===== src/rtl/ah_pl2ddr_pkg.sv =====
// Shared types and constants for the PL-to-DDR command path.
// Holds the arbiter state encoding, the command word set and the
// command FSM state codes that the arbiter watches.
package ah_pl2ddr_pkg;

    typedef enum logic [2:0] {
        ST_IDLE      = 3'd0,
        ST_GRANT     = 3'd1,
        ST_ISSUE     = 3'd2,
        ST_WAIT_ACC  = 3'd3,
        ST_WAIT_DONE = 3'd4,
        ST_HOLD      = 3'd5
    } arb_state_t;

    // Command words understood by the command FSM
    localparam logic [31:0] CMD_NOP = 32'h0000_0000;
    localparam logic [31:0] CMD_RST = 32'h0000_0001;
    localparam logic [31:0] CMD_WR  = 32'h0000_0002;
    localparam logic [31:0] CMD_RD  = 32'h0000_0003;

    // Command FSM state codes
    localparam logic [3:0] FSM_IDLE     = 4'd0;
    localparam logic [3:0] FSM_INTR_ACK = 4'd9;

endpackage


===== src/rtl/ah_pl2ddr_rr_pick.sv =====
// Combinational winner selection for the command arbiter.
// A valid requester carrying a reset command wins outright (lowest index);
// otherwise requesters are scanned round-robin from last_winner+1.
module ah_pl2ddr_rr_pick #(
    parameter int NUM_REQ = 4,
    parameter int IW      = $clog2(NUM_REQ)
) (
    input  logic [NUM_REQ-1:0] valid,
    input  logic [NUM_REQ-1:0] rst_match,
    input  logic [IW-1:0]      last_winner,
    output logic [NUM_REQ-1:0] winner_oh,
    output logic [IW-1:0]      winner_idx
);

    logic [NUM_REQ-1:0] rst_req;
    logic [IW-1:0]      cand;

    assign rst_req = valid & rst_match;

    // Loops run from the far end so the last hit written is the nearest one.
    always_comb begin
        winner_idx = last_winner;
        winner_oh  = '0;
        cand       = '0;
        if (|rst_req) begin
            for (int i = NUM_REQ - 1; i >= 0; i--)
                if (rst_req[i]) winner_idx = IW'(i);
        end else begin
            for (int k = NUM_REQ; k >= 1; k--) begin
                cand = IW'((int'(last_winner) + k) % NUM_REQ);
                if (valid[cand]) winner_idx = cand;
            end
        end
        winner_oh[winner_idx] = |valid;
    end

endmodule


===== src/rtl/ah_pl2ddr_cmd_arbiter.sv =====
// Arbitrates NUM_REQ requesters onto the single command port of the
// PL-to-DDR command FSM. Issues one cmd_en pulse per grant, follows the FSM
// state code through accept and completion, then acks the owner.
// Optional watchdog: define AH_PL2DDR_CMDARB_TIMEOUT_EN.
module ah_pl2ddr_cmd_arbiter
    import ah_pl2ddr_pkg::*;
#(
    parameter int NUM_REQ = 4,
    parameter int HOLDOFF = 2,
    parameter int TIMEOUT = 1023
) (
    input  logic                   clk,
    input  logic                   rst_n,
    input  logic [NUM_REQ-1:0]     in_req_valid,
    input  logic [32*NUM_REQ-1:0]  in_req_cmd,
    output logic [NUM_REQ-1:0]     out_req_ack,
    output logic [NUM_REQ-1:0]     out_grant,
    output logic [31:0]            out_cmd_data,
    output logic                   out_cmd_en,
    input  logic [3:0]             in_fsm_state,
    output logic                   out_busy,
    output logic                   out_timeout,
    output logic [2:0]             out_arb_state
);

    localparam int IW = $clog2(NUM_REQ);
    localparam int HW = (HOLDOFF > 0) ? $clog2(HOLDOFF + 1) : 1;

    arb_state_t                    state, state_nxt;
    logic [NUM_REQ-1:0][31:0]      cmd_vec;
    logic [NUM_REQ-1:0]            rst_match;
    logic [NUM_REQ-1:0]            pick_oh;
    logic [IW-1:0]                 pick_idx;
    logic [IW-1:0]                 win_idx;
    logic [IW-1:0]                 last_winner;
    logic [31:0]                   cmd_lat;
    logic [HW-1:0]                 hold_cnt;
    logic                          sel_load;
    logic                          done;
    logic                          to_hit;

    assign cmd_vec       = in_req_cmd;
    assign out_arb_state = state;

    for (genvar i = 0; i < NUM_REQ; i++) begin : g_rst_match
        assign rst_match[i] = (cmd_vec[i] == CMD_RST);
    end

    ah_pl2ddr_rr_pick #(.NUM_REQ(NUM_REQ), .IW(IW)) u_pick (
        .valid       (in_req_valid),
        .rst_match   (rst_match),
        .last_winner (last_winner),
        .winner_oh   (pick_oh),
        .winner_idx  (pick_idx)
    );

    // State register
    always_ff @(posedge clk or negedge rst_n) begin
        if (!rst_n) state <= ST_IDLE;
        else        state <= state_nxt;
    end

    // Next-state logic; done covers both normal completion and watchdog expiry
    always_comb begin
        state_nxt = state;
        sel_load  = 1'b0;
        done      = 1'b0;
        case (state)
            ST_IDLE:      if (|in_req_valid) begin
                              state_nxt = ST_GRANT;
                              sel_load  = 1'b1;
                          end
            ST_GRANT:     if (in_fsm_state == FSM_IDLE) state_nxt = ST_ISSUE;
            ST_ISSUE:     state_nxt = ST_WAIT_ACC;
            ST_WAIT_ACC:  if (in_fsm_state == FSM_INTR_ACK) state_nxt = ST_WAIT_DONE;
            ST_WAIT_DONE: if (in_fsm_state == FSM_IDLE) done = 1'b1;
            ST_HOLD:      if (hold_cnt <= HW'(1)) state_nxt = ST_IDLE;
            default:      state_nxt = ST_IDLE;
        endcase
        if (to_hit) done = 1'b1;
        if (done) state_nxt = (HOLDOFF == 0) ? ST_IDLE : ST_HOLD;
    end

    // Datapath and registered outputs, all timed off the next state
    always_ff @(posedge clk or negedge rst_n) begin
        if (!rst_n) begin
            out_cmd_en   <= 1'b0;
            out_cmd_data <= '0;
            out_grant    <= '0;
            out_req_ack  <= '0;
            out_busy     <= 1'b0;
            win_idx      <= '0;
            cmd_lat      <= '0;
            last_winner  <= IW'(NUM_REQ - 1);
            hold_cnt     <= '0;
        end else begin
            out_cmd_en  <= (state_nxt == ST_ISSUE);
            out_busy    <= (state_nxt != ST_IDLE);
            out_req_ack <= '0;
            if (sel_load) begin
                win_idx   <= pick_idx;
                cmd_lat   <= cmd_vec[pick_idx];
                out_grant <= pick_oh;
            end
            if (state_nxt == ST_ISSUE) out_cmd_data <= cmd_lat;
            if (done) begin
                out_req_ack <= out_grant;
                out_grant   <= '0;
                last_winner <= win_idx;
                hold_cnt    <= HW'(HOLDOFF);
            end else if (state == ST_HOLD) begin
                hold_cnt <= hold_cnt - HW'(1);
            end
        end
    end

`ifdef AH_PL2DDR_CMDARB_TIMEOUT_EN
    localparam int TW = $clog2(TIMEOUT + 1);
    logic [TW-1:0] to_cnt;
    logic          waiting;

    assign waiting = (state == ST_WAIT_ACC) || (state == ST_WAIT_DONE);
    assign to_hit  = waiting && (to_cnt == TW'(TIMEOUT - 1));

    // Watchdog counts cycles spent waiting on the FSM; flag is sticky
    always_ff @(posedge clk or negedge rst_n) begin
        if (!rst_n) begin
            to_cnt      <= '0;
            out_timeout <= 1'b0;
        end else begin
            to_cnt <= waiting ? to_cnt + TW'(1) : '0;
            if (to_hit) out_timeout <= 1'b1;
        end
    end
`else
    assign to_hit      = 1'b0;
    assign out_timeout = 1'b0;
`endif

endmodule


===== config.mk =====
export PLATFORM = sky130hd
export DESIGN_NAME = ah_pl2ddr_cmd_arbiter
export DESIGN_NICKNAME = d
export VERILOG_FILES = /design/src/rtl/ah_pl2ddr_pkg.sv /design/src/rtl/ah_pl2ddr_rr_pick.sv /design/src/rtl/ah_pl2ddr_cmd_arbiter.sv
export SDC_FILE = /design/constraint.sdc
export NUM_CORES = 1
export LEC_CHECK = 0
export BUFFER_PORTS_ARGS = -buffer_cell sky130_fd_sc_hd__buf_2
export CAP_MARGIN = 25
export CORE_MARGIN = 2
export CORE_UTILIZATION = 30
export CTS_CLUSTER_DIAMETER = 80
export DETAILED_ROUTE_END_ITERATION = 7
export MAX_ROUTING_LAYER = met4
export PLACE_DENSITY = 0.54
export SETUP_SLACK_MARGIN = 0.05
export SLEW_MARGIN = 25
export SYNTH_ARGS = -nofsm -noshare
export SYNTH_HDL_FRONTEND = slang
export SYNTH_SLANG_ARGS = --single-unit

===== constraint.sdc =====
create_clock -name clk -period 2.2 [get_ports clk]
set_input_delay 0.33 -clock clk [delete_from_list [all_inputs] [get_ports clk]]
set_output_delay 0.33 -clock clk [all_outputs]
set_load 0.1 [all_outputs]

==> flow_metrics.py, run 1 <==
metrics = {
    "sta": {
        "max_clock_freq_mhz": 465,
        "slew_violations": 0,
        "layout_setup_ws_ns": 0.0477,
        "hold_viol_final": 0,
        "setup_viol": 0,
        "rsz0062_at_grt": "true",
        "whs_ns": 0.315,
        "post-route-period-util_pct": 97.8,
        "fin_skew_ns": 0.00388,
        "period_needed_ns": 2.15,
    },
    "logic_synthesis": {
        "yosysWarnings": 0,
        "synthCells": 450,
        "syn-num-nets": 589,
        "ys_seq_elements": 83,
        "ys_seq_area_share_pct": 45.7,
        "synthDistinctLibCells": 38,
        "syn_avg_cell_area_um2": 10.1,
        "syn_area_um2": 4550,
    },
    "setup_path": {
        "end_kind": "register",
        "worstPathBufferInverterCount": 3,
        "critPathKind": "reg -> reg",
        "cpPeakStageDelay_ns": 0.57,
        "required_ns": 2.41,
        "crit_slowest_cell": "dfstp_2",
        "path_cells": "or2_4 -> a21oi_2 -> a211oi_4 -> nor3_4 -> nor3_4 -> buf_6 -> buf_12 -> buf_12 -> mux2i_2 -> o221ai_1",
        "cp_top_family": "flip-flops",
        "worstPathArrival_ns": 2.37,
        "cp_max_fo": 7,
        "start_kind": "register",
    },
    "global_route": {
        "grt_usage_pct": 21.2,
        "grt_pass1_wl_um": 25500,
        "grt_max_degree": 37,
        "antenna_found_initial": 3,
        "grt_pass1_vias": 4788,
        "grt_overflow": 0,
    },
    "hold_path": {
        "holdCritPathClass": "in -> reg",
    },
    "clock_network": {
        "cts.clk_slew.worst_paths_ns": 0.06,
        "cts_sinks": 83,
        "insertion_delay_ns": 0.34,
        "clk_path_buf_depth": 2,
        "h-tree-depth": 3,
        "cts_made_buffers": 9,
        "cts-root-buf": "clkbuf_16",
        "cts_tree": "yes",
    },
    "final_layout": {
        "nNetsFinal": 855,
        "area_delta_synth_final_pct": 68.4,
        "utilization_pct": 52.3,
        "drive_gt1_share_pct": 57.3,
    },
    "floorplan": {
        "die_area_um2": 16200,
        "rows": 44,
        "die_x_um": 127,
        "core-area_um2": 14600,
        "ios": 184,
        "die_h_um": 127,
        "initial_utilization_pct": 31.0,
    },
    "power": {
        "ir_worst_vdd_uv": 879,
        "p_leak_nw": 3.68,
        "pwr_density_cell_nw_per_um2": 1270,
    },
    "placed_design": {
        "port_buffers": 182,
        "hpwl_um": 12900,
        "preCtsSetupSlack_ns": -0.514,
        "place.gp.congestion": 0.866,
    },
    "routing": {
        "routed_wirelength_um": 17800,
        "drtPass1Iterations": 5,
        "num_vias": 4707,
        "vias_per_cell": 5.18,
        "drc": 0,
        "drtIter0Drc": 165,
        "post_drt_wl_per_cell_um": 19.6,
        "ant_nets": 0,
    },
    "status": {
        "status": "completed",
    },
    "flow_run": {
        "drv_cap": 0,
    },
}
layout make-up:
class | instances | area [um^2]
antenna | 3 | 7.51
clock buffer | 12 | 267
clock inverter | 4 | 95.1
fill | 1325 | 6990
inverter | 8 | 30.0
multi-input combinational | 333 | 2930
sequential | 83 | 2080
tap | 184 | 230
timing repair buffer | 281 | 2010
per-stage QoR:
| step | cell area (um^2) | TNS [ns] | std cells | power [mW] |
|---|---|---|---|---|
| 4_1_cts | 6900 | 0 | 894 | 9.46 |
| 3_3_place_gp | 6300 | -17.11 | 874 | 7.47 |
| 5_1_grt | 7660 | -0.0326 | 908 | 10.2 |
| 3_5_place_dp | 6300 | -17.40 | 874 | 7.55 |
| 6_report | 7660 | 0 | 908 | 9.75 |
| 2_1_floorplan | 4550 | 0 | 450 | 6.39 |
worst min-delay path, delay by kind of cell:
kind            cells  cell delay (ns)
mux                 1             0.06
compound gates      1             0.13
buf+inv             1             0.10
layer usage:
layer / vias up / routed length [um] / track usage, %
met5: - / 0 / -
met3: 24 / 1150 / 4.86
li1: 2167 / - / -
met1: 2342 / 7050 / 25.3
met4: 0 / 331 / 7.56
met2: 174 / 9230 / 35.5
synthesized netlist by cell type:
master / n / area (um^2)
ha_1: 1 / 12.5
dfrtp_1: 81 / 2030
a32o_1: 4 / 40.0
a2111o_1: 1 / 11.3
a21oi_1: 4 / 20.0
a211o_1: 1 / 8.76
or3_1: 5 / 31.3
and2_1: 4 / 25.0
mux2_2: 1 / 11.3
nor3_1: 5 / 25.0
o21bai_1: 1 / 7.51
or2_1: 1 / 6.26
mux2i_1: 65 / 651
buf_1: 3 / 11.3
a221oi_1: 1 / 8.76
or4_1: 2 / 15.0
o21ai_0: 6 / 30.0
buf_2: 6 / 30.0
nand2_1: 135 / 507
or2_2: 2 / 12.5
nor3_2: 2 / 20.0
conb_1: 1 / 3.75
o221ai_2: 29 / 435
nor2_1: 11 / 41.3
nand4_1: 9 / 56.3
o221ai_1: 3 / 26.3
nand2b_1: 5 / 31.3
inv_1: 8 / 30.0
nor4b_2: 2 / 30.0
a211oi_1: 1 / 7.51
nor2b_1: 2 / 12.5
dfstp_2: 2 / 52.6
buf_6: 4 / 45.0
o22a_1: 1 / 8.76
nor4b_1: 5 / 43.8
clkbuf_1: 8 / 30.0
buf_4: 5 / 37.5
nor4_1: 23 / 144
sequential cells by signal, indices dropped and copies added, names as in the netlist:
| signal | count |
|---|---|
| win_idx | 2 |
| cmd_lat | 32 |
| out_req_ack | 4 |
| out_busy | 1 |
| out_cmd_en | 1 |
| out_grant | 4 |
| hold_cnt | 2 |
| last_winner | 2 |
| out_arb_state | 3 |
| out_cmd_data | 32 |
power breakdown:
group / switching, mW / internal [mW]
sequential: 0.417 / 2.20
combinational: 3.89 / 1.41
clock: 0.628 / 1.20
total: 4.93 / 4.82
final timing paths:
kind,endpoint,startpoint,slack (ns),depth (start not counted)
setup / recovery,cmd_lat[0],last_winner[1],0.05,10
min in group asynchronous,hold_cnt[1],rst_n,0.46,2
max in group asynchronous,cmd_lat[24],rst_n,1.12,3
hold reg to reg,out_cmd_data[11],out_cmd_data[11],0.47,2
hold / removal,cmd_lat[18],in_req_cmd[18],0.32,3
setup reg to reg,cmd_lat[0],last_winner[1],0.05,10
repair_timing:
item                                   CTS  global route
hold buffers                             1             0
buffers inserted                         3             3
setup endpoints to repair               36            35
gates resized for setup                 33           110
gates cloned                             1             8
pin swaps                                3            19
endpoints found under the hold margin   27             0
cells by family after synthesis:
group           synth area share [%]
other cells                   0.0825
mux                             14.6
buf+inv                         4.05
simple gates                    22.0
flops                           45.7
compound gates                  13.3
fa+ha+maj                      0.275
cells in the final DEF (no fill, tap or decap), drive strengths merged, types with 2 or more instances in the layout:
| cell type | n |
|---|---|
| a32o | 4 |
| nand4 | 9 |
| dfstp | 2 |
| nor2b | 2 |
| nor4b | 7 |
| or3 | 5 |
| clkbuf | 18 |
| buf | 274 |
| and2 | 4 |
| mux2i | 65 |
| nor4 | 23 |
| inv | 8 |
| or4 | 2 |
| o221ai | 32 |
| nand2b | 5 |
| nor3 | 7 |
| diode | 3 |
| nor2 | 11 |
| dfrtp | 81 |
| bufinv | 3 |
| a21oi | 4 |
| nand2 | 135 |
| o21ai | 6 |
| or2 | 3 |
(Power assumes the default switching activity.)
==> run 2, diff against run 1 <==
Settings changed: CORE_ASPECT_RATIO from default to 0.6, CORE_MARGIN 2 to 4, HOLD_SLACK_MARGIN from default to 0.02.
==> flow_metrics.py, run 2 (synthesis results as in run 1) <==
metrics = {
    "global_route": {
        "antenna_found_initial": 0,
        "grt_overflow": 0,
        "grt_pass1_vias": 4847,
        "grt_pass1_wl_um": 27600,
        "grt_max_degree": 44,
        "grt_usage_pct": 21.6,
    },
    "sta": {
        "whs_ns": 0.315,
        "tightest_slew_ns": 0.745,
        "slew_violations": 0,
        "fin_tns_setup_ns": -0.00350,
        "max_clock_freq_mhz": 454,
        "post-route-period-util_pct": 100,
        "hold_viol_final": 0,
        "relSlewSlack_pct": 49.9,
        "rsz0062_at_grt": "true",
        "layout_setup_ws_ns": -0.00350,
        "period_needed_ns": 2.20,
        "setup_viol": 1,
        "fin_skew_ns": 0.00757,
    },
    "floorplan": {
        "die_area_um2": 17300,
        "initial_utilization_pct": 31.0,
        "die_h_um": 103,
        "core-area_um2": 14700,
        "ios": 184,
        "die_x_um": 167,
        "rows": 34,
    },
    "power": {
        "pwr_density_cell_nw_per_um2": 1250,
        "p_leak_nw": 3.68,
        "ir_worst_vdd_uv": 973,
    },
    "clock_network": {
        "cts-root-buf": "clkbuf_16",
        "cts_sinks": 83,
        "clk_path_buf_depth": 2,
        "cts_made_buffers": 9,
        "cts.clk_slew.worst_paths_ns": 0.06,
        "h-tree-depth": 3,
        "cts_tree": "yes",
        "insertion_delay_ns": 0.34,
    },
    "final_layout": {
        "area_delta_synth_final_pct": 69.8,
        "reg_top3": "cmd_lat x32, out_cmd_data x32",
        "final_common_cell": "buf_2",
        "diodes": 0,
        "final_cell_mix": "buf_2 (175), nand2_1 (134), buf_4 (85)",
        "drive_gt1_share_pct": 57.4,
        "nNetsFinal": 867,
    },
    "routing": {
        "drc": 0,
        "vias_per_cell": 5.16,
        "num_vias": 4803,
        "post_drt_wl_per_cell_um": 20.8,
        "ant_nets": 0,
        "drtPass1Iterations": 5,
        "drtIter0Drc": 330,
        "routed_wirelength_um": 19300,
    },
    "setup_path": {
        "critPathKind": "in -> reg",
        "required_ns": 2.41,
        "start_kind": "input pin",
        "worstPathArrival_ns": 2.41,
        "cp_max_fo": 7,
        "end_kind": "register",
    },
    "hold_path": {
        "holdCritPathClass": "in -> reg",
    },
    "status": {
        "status": "complete, but fails checks",
        "failed_checks": "negative setup slack",
    },
    "placed_design": {
        "port_buffers": 182,
        "place.gp.congestion": 0.955,
        "hpwl_um": 14400,
    },
    "flow_run": {
        "drv_cap": 0,
    },
}
run 2: changes by cell type in the layout (fill, tap and decap cells not counted), sizes merged:
cell,previous run,this run
buf,274,286
bufinv,3,2
clkinvlp,0,1
diode,3,0
run 2: worst max-delay path: stages:
cell and delay [ns]:
buf_2 0.12, nor4_1 0.44, buf_4 0.21, nand4_1 0.10, nor3_1 0.23, buf_4 0.16
nor3_4 0.04, buf_6 0.14, buf_12 0.14, clkbuf_16 0.17, mux2i_2 0.20, o221ai_2 0.12
run 2: per-stage QoR:
step / util [%] / setup WS (ns) / instance area (um^2) / cells / power [mW]
6_report: 52.6 / -0.00350 / 7720 / 931 / 9.67
5_1_grt: 52.6 / -0.0556 / 7720 / 931 / 10.1
4_1_cts: 48.0 / 0.0455 / 7050 / 923 / 9.38
2_1_floorplan: - / 0.0812 / 4550 / 450 / 6.39
3_5_place_dp: 43.5 / -0.593 / 6390 / 900 / 7.59
3_3_place_gp: 43.5 / -0.593 / 6390 / 900 / 7.52
run 2: timing repair:
item / CTS / global route
endpoints found under the hold margin: 36 / 0
pin swaps: 6 / 24
resized for setup: 42 / 100
setup buffers: 5 / 3
hold buffers: 1 / 0
gates cloned: 1 / 6
setup endpoints to repair: 36 / 34
run 2: final timing paths:
check | endpoint | cells past startpoint | from | slack, ns
max | cmd_lat[16] | 12 | in_req_cmd[28] | -0.004
min reg2reg | out_cmd_data[14] | 2 | cmd_lat[14] | 0.47
min in group asynchronous | cmd_lat[5] | 2 | rst_n | 0.52
min | cmd_lat[0] | 3 | in_req_cmd[0] | 0.32
max in group asynchronous | last_winner[0] | 3 | rst_n | 0.99
max reg2reg | cmd_lat[16] | 10 | last_winner[0] | 0.05
run 2: area by class of cell:
cell class | count | area (um^2)
fillers | 1339 | 6960
multi-input cells | 333 | 2940
repair buffers | 293 | 2080
flip-flops and latches | 83 | 2080
clock buffers | 12 | 256
well taps | 198 | 248
clock inverters | 4 | 72.6
inverters | 8 | 30.0
run 2: layer usage:
metal	track usage (%)	vias up	wire (um)
met5	-	-	0
met4	3.77	0	168
met3	4.63	17	1410
met2	31.8	197	8280
met1	31.0	2386	9460
li1	-	2203	-
run 2: report_power, final:
group,switching (mW),internal [mW],leakage [nW]
Clock,0.614,1.06,0.159
Combinational,3.95,1.43,2.47
Sequential,0.430,2.20,1.05
Total,4.99,4.68,3.68
==> run 3, diff against run 2 <==
Settings changed: TNS_END_PERCENT from default to 50.
==> flow_metrics.py, run 3 (synthesis results as in run 1) <==
metrics = {
    "clock_network": {
        "cts_made_buffers": 9,
        "clk_path_buf_depth": 2,
        "insertion_delay_ns": 0.34,
        "cts_sinks": 83,
        "cts.clk_slew.worst_paths_ns": 0.06,
        "cts-root-buf": "clkbuf_16",
        "cts_tree": "yes",
        "h-tree-depth": 3,
    },
    "sta": {
        "fin_skew_ns": 0.00637,
        "whs_ns": 0.322,
        "period_needed_ns": 2.17,
        "max_clock_freq_mhz": 460,
        "post-route-period-util_pct": 98.8,
        "hold_viol_final": 0,
        "layout_setup_ws_ns": 0.0265,
        "relSlewSlack_pct": 49.7,
        "rsz0062_at_grt": "true",
        "tightest_slew_ns": 0.747,
        "setup_viol": 0,
        "slew_violations": 0,
    },
    "placed_design": {
        "preCtsSetupSlack_ns": -0.593,
        "port_buffers": 182,
        "place.gp.congestion": 0.955,
        "hpwl_um": 14400,
        "dpl.cell_count": 900,
        "place_area_um2": 6390,
    },
    "power": {
        "p_int_mw": 4.59,
        "pwr_density_cell_nw_per_um2": 1260,
        "combPwrFrac_pct": 54.9,
        "p_leak_nw": 3.63,
        "power_frac_clock_pct": 17.5,
        "ir_worst_vdd_uv": 971,
        "p_switching_mw": 4.91,
        "power_mw": 9.51,
        "switching_share_pct": 51.7,
        "seqPwrFrac_pct": 27.6,
    },
    "hold_path": {
        "holdCritPathClass": "in -> reg",
    },
    "final_layout": {
        "diodes": 0,
        "fillCellCount": 1353,
        "final_cell_count_no_fill": 928,
        "nNetsFinal": 864,
        "area_delta_synth_final_pct": 65.9,
        "drive_gt1_share_pct": 56.4,
        "reg_top3": "cmd_lat x32, out_cmd_data x32",
        "design_area_um2": 7540,
        "ff_latch_area_um2": 2080,
        "final_common_cell": "buf_2",
        "final_cell_mix": "buf_2 (176), nand2_1 (134), buf_4 (88)",
        "multi_input_area_um2": 2870,
    },
    "floorplan": {
        "die_h_um": 103,
        "die_x_um": 167,
        "core-area_um2": 14700,
        "rows": 34,
        "die_area_um2": 17300,
        "ios": 184,
        "initial_utilization_pct": 31.0,
    },
    "routing": {
        "vias_per_cell": 5.05,
        "routed_wirelength_um": 18900,
        "drtPass1Iterations": 4,
        "drtIter0Drc": 269,
        "ant_nets": 0,
        "num_vias": 4685,
        "post_drt_wl_per_cell_um": 20.4,
        "drc": 0,
    },
    "global_route": {
        "grt_usage_pct": 21.6,
        "grt_overflow": 0,
        "grt_max_degree": 44,
        "grt_pass1_wl_um": 27600,
        "grt_pass1_vias": 4847,
        "antenna_found_initial": 0,
    },
    "setup_path": {
        "cpPeakStageDelay_ns": 0.41,
        "end_kind": "register",
        "path_cells": "buf_2 -> nor4_1 -> buf_4 -> nand4_1 -> nor3_1 -> buf_4 -> nor3_4 -> buf_6 -> buf_12 -> clkbuf_16 -> mux2i_2 -> o221ai_2",
        "cp_max_fo": 7,
        "cpMostUsedCell": "buf_4",
        "crit_slowest_cell": "nor4_1",
        "critPathKind": "in -> reg",
        "worstPathArrival_ns": 2.38,
        "start_kind": "input pin",
        "required_ns": 2.41,
    },
    "status": {
        "status": "completed",
    },
    "flow_run": {
        "drv_cap": 0,
    },
}
run 3: cell types whose count changed in the layout (fill, tap and decap cells not counted), moves of 3 or more:
cell	delta
buf_6	-3
mux2i_1	+4
mux2i_4	-3
buf_4	+3
clkbuf_16	-3
run 3: area by class of cell:
| type | count | share of cell area [%] |
|---|---|---|
| tap | 198 | 3.28 |
| multi-input combinational | 333 | 38.0 |
| inverter | 8 | 0.398 |
| clock inverter | 4 | 0.962 |
| sequential | 83 | 27.6 |
| clock buffer | 12 | 3.40 |
| timing repair buffer | 290 | 26.4 |
run 3: path summary, 6_finish.rpt:
check                               start          endpoint  slack [ns]  cells past startpoint
min                         in_req_cmd[0]        cmd_lat[0]        0.32                      3
max in group asynchronous           rst_n    last_winner[0]        1.01                      3
min in group asynchronous           rst_n        cmd_lat[5]        0.51                      2
max                        in_req_cmd[28]       cmd_lat[16]        0.03                     12
max reg2reg                last_winner[0]       cmd_lat[16]        0.05                     10
min reg2reg                   cmd_lat[21]  out_cmd_data[21]        0.47                      2
run 3: worst max-delay path, delay by kind of cell:
family / cells / cell delay (ns)
and+or+nand+nor: 4 / 0.78
AOI/OAI and AO/OA: 1 / 0.12
buffers and inverters: 6 / 0.94
muxes: 1 / 0.20
run 3: metrics by stage:
step / utilization, % / TNS (ns)
global route: 51.4 / -0.410
global placement: 43.5 / -20.69
floorplan: - / 0
detailed placement: 43.5 / -20.00
finish: 51.4 / 0
CTS: 48.0 / 0
run 3: repair_timing:
item,in CTS,in global routing
endpoints found under the hold margin,36,0
gates cloned,1,3
setup buffers,5,3
setup endpoints to repair,36,34
gates resized for setup,42,82
pin swaps,6,20
hold buffers,1,0
run 3: metal layers:
| metal | global-route usage, % | vias up | share of wire [%] |
|---|---|---|---|
| li1 | - | 2191 | - |
| met1 | 31.0 | 2316 | 49 |
| met2 | 31.8 | 172 | 44 |
| met3 | 4.63 | 6 | 6.5 |
| met4 | 3.77 | 0 | 0.44 |
| met5 | - | - | 0 |
run 3: power by group through the flow:
stage / Combinational (mW) / Sequential, mW / Clock, mW
final: 5.22 / 2.62 / 1.66
after global routing: 5.49 / 2.71 / 1.76
after CTS: 5.05 / 2.62 / 1.70
after detailed placement: 4.96 / 2.63 / 0
after global placement: 4.90 / 2.62 / 0
after floorplan: 1.37 / 5.02 / 0
